==> config.mk <==
export PLATFORM = sky130hd
export DESIGN_NAME = gcd_stein
export DESIGN_NICKNAME = d
export VERILOG_FILES = /design/src/rtl/gcd_stein.sv
export SDC_FILE = /design/constraint.sdc
export NUM_CORES = 1
export LEC_CHECK = 0
export CAP_MARGIN = 30
export CORE_UTILIZATION = 45
export DETAILED_ROUTE_END_ITERATION = 8
export PLACE_DENSITY = 0.7
export SYNTH_ARGS = -nofsm -noshare
export SYNTH_HDL_FRONTEND = slang
export SYNTH_SLANG_ARGS = --single-unit
==> constraint.sdc <==
create_clock -name clk -period 6.3 [get_ports clk]
set_clock_uncertainty 0.05 [all_clocks]
set_input_delay 1.26 -clock clk [delete_from_list [all_inputs] [get_ports clk]]
set_output_delay 1.26 -clock clk [all_outputs]
set_load 0.05 [all_outputs]
==> src/rtl/gcd_stein.sv <==
// Binary (Stein) GCD over a serial four-phase req/ack operand bus.
// Define GCD_CYCLE_COUNT_EN to add the CALC cycle-count output "cycles".
module gcd_stein #(
    parameter int WIDTH = 16,
    localparam int KW = $clog2(WIDTH + 1)
`ifdef GCD_CYCLE_COUNT_EN
    ,localparam int CW = $clog2(2 * WIDTH + 2)
`endif
) (
    input  logic             clk,
    input  logic             reset_n,
    input  logic             req,
    input  logic [WIDTH-1:0] AB,
    output logic             ack,
    output logic [WIDTH-1:0] C,
    output logic             busy
`ifdef GCD_CYCLE_COUNT_EN
    ,output logic [CW-1:0]   cycles
`endif
);

    typedef enum logic [2:0] {
        WAIT_A,
        ACK_A,
        WAIT_B,
        CALC,
        DONE
    } state_t;

    state_t           state;
    logic [WIDTH-1:0] a;
    logic [WIDTH-1:0] b;
    logic [KW-1:0]    k;
    logic [WIDTH-1:0] result;
    logic [WIDTH-1:0] a_minus_b;
    logic [WIDTH-1:0] b_minus_a;

    assign a_minus_b = a - b;
    assign b_minus_a = b - a;

    // C is zero outside DONE, so it only carries result there
    assign C = (state == DONE) ? result : '0;

    always_ff @(posedge clk or negedge reset_n) begin
        if (!reset_n) begin
            state  <= WAIT_A;
            a      <= '0;
            b      <= '0;
            k      <= '0;
            result <= '0;
            ack    <= 1'b0;
            busy   <= 1'b0;
`ifdef GCD_CYCLE_COUNT_EN
            cycles <= '0;
`endif
        end else begin
            case (state)
                WAIT_A: begin
                    if (req) begin
                        a     <= AB;
                        ack   <= 1'b1;
                        state <= ACK_A;
                    end
                end
                ACK_A: begin
                    if (!req) begin
                        ack   <= 1'b0;
                        state <= WAIT_B;
                    end
                end
                WAIT_B: begin
                    if (req) begin
                        b     <= AB;
                        k     <= '0;
                        busy  <= 1'b1;
                        state <= CALC;
`ifdef GCD_CYCLE_COUNT_EN
                        cycles <= '0;
`endif
                    end
                end
                CALC: begin
`ifdef GCD_CYCLE_COUNT_EN
                    cycles <= cycles + CW'(1);
`endif
                    if (a == '0) begin
                        result <= b << k;
                        busy   <= 1'b0;
                        ack    <= 1'b1;
                        state  <= DONE;
                    end else if (b == '0) begin
                        result <= a << k;
                        busy   <= 1'b0;
                        ack    <= 1'b1;
                        state  <= DONE;
                    end else if (!a[0] && !b[0]) begin
                        a <= a >> 1;
                        b <= b >> 1;
                        k <= k + KW'(1);
                    end else if (!a[0]) begin
                        a <= a >> 1;
                    end else if (!b[0]) begin
                        b <= b >> 1;
                    end else if (a >= b) begin
                        a <= a_minus_b >> 1;
                    end else begin
                        b <= b_minus_a >> 1;
                    end
                end
                DONE: begin
                    if (!req) begin
                        ack   <= 1'b0;
                        state <= WAIT_A;
                    end
                end
                default: begin
                    ack   <= 1'b0;
                    busy  <= 1'b0;
                    state <= WAIT_A;
                end
            endcase
        end
    end

endmodule

; Yosys cells after proc, flatten, opt, wreduce, memory -nomap -nowiden
; Index checks and enable logic that the tools add are counted.
[totals]
register_bits = 58
output_inout_bits = 18
[op_classes]
n_mux = 38
bitwise_logic = 2
magnitude_cmp = 1
n_eq_ne = 17
reduce_logical = 20
shift = 2
addsub = 3
[op_table]
columns = operator, n
row1 = 16-bit two-way mux, 16
row2 = 16-bit one-hot mux with 2 select lines, 2
row3 = 16-bit zero test, 2
row4 = 16-bit by 5-bit left shift with 16-bit output, 2
row5 = 16-bit subtractor, 2
row6 = 5-bit two-way mux, 4
row7 = 3-bit two-way mux, 6
row8 = 16-bit greater-or-equal comparator, 1
row9 = "2-bit inequality test, second input constant", 8
row10 = 3-bit one-hot mux with 5 select lines, 1
row11 = 5-bit AND reduction, 3
row12 = "4-bit inequality test, second input constant", 3
row13 = 6-bit AND reduction, 2
row14 = 5-bit one-hot mux with 2 select lines, 1
row15 = 4-bit AND reduction, 2
row16 = "3-bit by 2-bit == test with 1-bit output, second input constant", 2
row17 = 1-bit two-way mux, 6
row18 = "3-bit inequality test, second input constant", 2
row19 = 2-bit nonzero test, 3
row20 = "5-bit by 1-bit adder with 5-bit output, second input constant", 1
row21 = 1-bit one-hot mux with 4 select lines, 1
row22 = "3-bit by 1-bit == test with 1-bit output, second input constant", 1
row23 = "3-bit == test, second input constant", 1
row24 = 3-bit zero test, 1
row25 = 8 further kinds, 10

; Longest topological paths before layout
[depth]
ltp_word = 8
depth_mapped = 12
depth_no_buf = 10

; Worst setup path before layout
; No wires, ideal clock.
[synth_timing]
kind = in2reg
startpoint = in req
endpoint = reg b[10]
setup_slack_ns = 3.443
arrival_time_ns = 2.712
path_stages = 7
setup_time_ns = 0.095
cell_sequence = clkbuf_1 > nor4b_2 > nor2_1 > nor2_1 > o21ai_2 > buf_2 > o31ai_1
[synth_between]
elab_chain_len = 2
[synth_lines]
columns = item, line
row1 = from (decl), 12  ; input logic req,
row2 = 2-bit inequality test (no line), --
row3 = 6-bit AND reduction (no line), --
row4 = to (signal assigned), 98  ; b <= b >> 1;
row5 = to (signal assigned), 103  ; b <= b >> 1;
row6 = to (signal assigned), 107  ; b <= b_minus_a >> 1;
row7 = to (decl), 32  ; logic [WIDTH-1:0] b;
; No other way between the ends.
; A chain may end at the register's enable or synchronous reset.

; Worst setup path after layout
[layout_timing]
startpoint = reg state[0]
endpoint = out C[5]
[layout_between]
elab_chain_len = 2
[layout_lines]
columns = item, line
row1 = from (decl), 30  ; state_t state;
row2 = from (signal assigned), 46  ; state <= WAIT_A;
row3 = from (signal assigned), 62  ; state <= ACK_A;
row4 = from (signal assigned), 68  ; state <= WAIT_B;
row5 = 3-bit == test, 42  ; assign C = (state == DONE) ? result : '0;
row6 = 16-bit two-way mux, 42
row7 = to (decl), 15  ; output logic [WIDTH-1:0] C,
; No other way between the ends.

==> impl_metrics.json <==
{
  "synth_nets": 716,
  "cp_data_arrival_time_ps": 2590,
  "antenna_left": 0,
  "overflow": 0,
  "port_buffers": 36,
  "synth_flop_cell": "dfrtp_1",
  "r2r_cells": 11,
  "wl_per_cell_um": 20.0,
  "drv_slew": 0,
  "cts.path.max_buffers": 2,
  "synth_area_per_cell_um2": 8.27,
  "start_kind": "register",
  "ys_types": 72,
  "antenna_found_initial": 0,
  "post_cts_buffers": 0,
  "grt.total_usage": 0.271,
  "first_pass_iters": 7,
  "vias": 5271,
  "synth-edff-count": 0,
  "routabilityCongestion": 1.01,
  "multi_input_comb_area_um2": 3650,
  "startpoint": "state[0]$_DFFE_PN0P_",
  "grt_pass1_vias": 5226,
  "final_cell_mix": "nor2_1 (64), o21ai_0 (61), dfrtp_1 (58), a21oi_1 (45)",
  "numCtsBuffers": 9,
  "syn_area_um2": 5480,
  "synthArstFlopShare": 1.00,
  "die_area_um2": 12600,
  "synth_seq_cells": 58,
  "drv_cap": 0,
  "row_count": 39,
  "crit_required_ps": 4990,
  "status": "finished, violations left",
  "netlist_instances": 662,
  "fin_tns_setup_ps": 0,
  "die_w_um": 112,
  "yosys_warnings": 0,
  "crit_type": "reg2out",
  "reg2reg_to": "a[15]$_DFFE_PN0P_",
  "relSlewSlack": 0.362,
  "diodes": 0,
  "clkSinkCount": 58,
  "min_period_over_period": 0.620,
  "cts-htree-levels": 3,
  "syn2layout_area_growth_pct": 12.4,
  "drive_gt1_frac": 0.0847,
  "cp_max_fo": 18,
  "start_util": 0.472,
  "viasPerCell": 6.46,
  "fillers": 1100,
  "endpoint_kind": "primary output",
  "path_clk_slew_ps": 50,
  "cts_tree": "yes",
  "hold_depth": 2,
  "drt_iter0_drc": 559,
  "post-dp-hpwl_um": 12100,
  "grt_max_degree": 59,
  "slowest_delay_ps": 800,
  "io_pins": 37,
  "fin_nets": 722,
  "rr_startpoint": "a[0]$_DFFE_PN0P_",
  "yosysSeqAreaShare": 0.265,
  "mostFrequentLayoutCell": "nor2_1",
  "finalCriticalPeriod_ps": 3900,
  "max_freq_ghz": 0.256,
  "rrSetupSlack_ps": 2480,
  "core_um2": 11600,
  "drt-total-wl_um": 16300,
  "min_to": "result[4]$_DFFE_PN0P_",
  "cts_resized": 0,
  "die_h_um": 112,
  "hold_buffers": 0,
  "worstHoldPathType": "reg2reg",
  "clk-insertion-delay-late_ps": 340,
  "crit_slowest_cell": "clkdlybuf4s50_1",
  "finalSetupViolations": 0,
  "rsz0062_at_grt": "no",
  "worst_pin_slew_ps": 954,
  "drc": 4,
  "cts-root-buf": "clkbuf_16",
  "path_cells": "nor2_1 -> and3_1 -> clkdlybuf4s50_1",
  "violations": "design-rule violations",
  "min_from": "result[4]$_DFFE_PN0P_",
  "grt_pass1_wl_um": 27000,
  "final-seq-area_um2": 1450,
  "hold_viol": 0
}
-- critical path: cells and delay by family (launching register included) --
| family | cells | cell delay [ps] |
|---|---|---|
| buffers and inverters | 1 | 800 |
| and+or+nand+nor | 2 | 970 |
| DFF | 1 | 470 |
-- Yosys cell counts, types with 5 or more instances --
cell type  number  area [um^2]
nand4_1         5         31.3
a221oi_1       19          166
clkbuf_1       31          116
dfrtp_1        58         1450
nand3_1         5         25.0
xnor2_1        14          123
o211ai_1        6         45.0
a21o_1         12         90.1
o21a_1          5         37.5
mux2i_1        14          140
o31ai_2         8          100
nor3_1         14         70.1
nand2_1        41          154
nor2_1         65          244
mux4_2          7          158
ha_1           33          413
buf_2          10         50.1
a22o_1          6         52.6
a21oi_1        45          225
nor4_1          8         50.1
o21ai_0        61          305
and3_1         18          113
inv_1          41          154
a211oi_1       13         97.6
xor2_1         10         87.6
o31ai_1        20          150
or3_1           5         31.3
a31oi_1        10         62.6
-- final cells by class --
class | count | area share
Tap cell | 143 | 0.0291
Sequential cell | 58 | 0.236
Multi-Input combinational cell | 515 | 0.593
Clock buffer | 11 | 0.0378
Inverter | 41 | 0.0250
Clock inverter | 5 | 0.00895
Timing Repair Buffer | 43 | 0.0702
-- worst max-delay path by stage --
stage	slack, ps	to
floorplan	3440	b[10]$_DFFE_PN0P_
global placement	2410	a[15]$_DFFE_PN0P_
detailed placement	2250	a[15]$_DFFE_PN0P_
CTS	2200	a[15]$_DFFE_PN0P_
global route	2210	C[5]
finish	2400	C[5]
-- per-stage QoR --
stage | instances | worst slack, ps | area (um^2) | hold slack, ps | util
2_1_floorplan | 662 | 3440 | 5480 | 391 | -
3_3_place_gp | 797 | 2410 | 5820 | 410 | 0.501
3_5_place_dp | 798 | 2250 | 5830 | 426 | 0.502
4_1_cts | 814 | 2200 | 6120 | 437 | 0.527
5_1_grt | 816 | 2210 | 6150 | 460 | 0.530
6_report | 816 | 2400 | 6150 | 432 | 0.530
-- sequential cells by signal, indices dropped and copies added (netlist names) --
name and count:
result 16, busy 1, ack 1, k 5
a 16, b 16, state 3
-- metal layers --
metal / GRT usage / share of wire / routed length (um) / vias up
li1: - / - / - / 2468
met1: 0.344 / 0.43 / 7040 / 2537
met2: 0.456 / 0.48 / 7840 / 216
met3: 0.0367 / 0.055 / 905 / 50
met4: 0.132 / 0.033 / 547 / 0
met5: 0 / 0 / 0 / -
-- logic make-up after synthesis --
| family | synth area share |
|---|---|
| compound gates | 0.313 |
| xor+xnor | 0.0384 |
| fa+ha+maj | 0.0827 |
| buf+inv | 0.0690 |
| flops | 0.265 |
| mux | 0.0605 |
| simple gates | 0.172 |
Power is left out: the tool's default activity adds up to more than one toggle a clock period on the data nets, which glitch-free logic cannot reach.
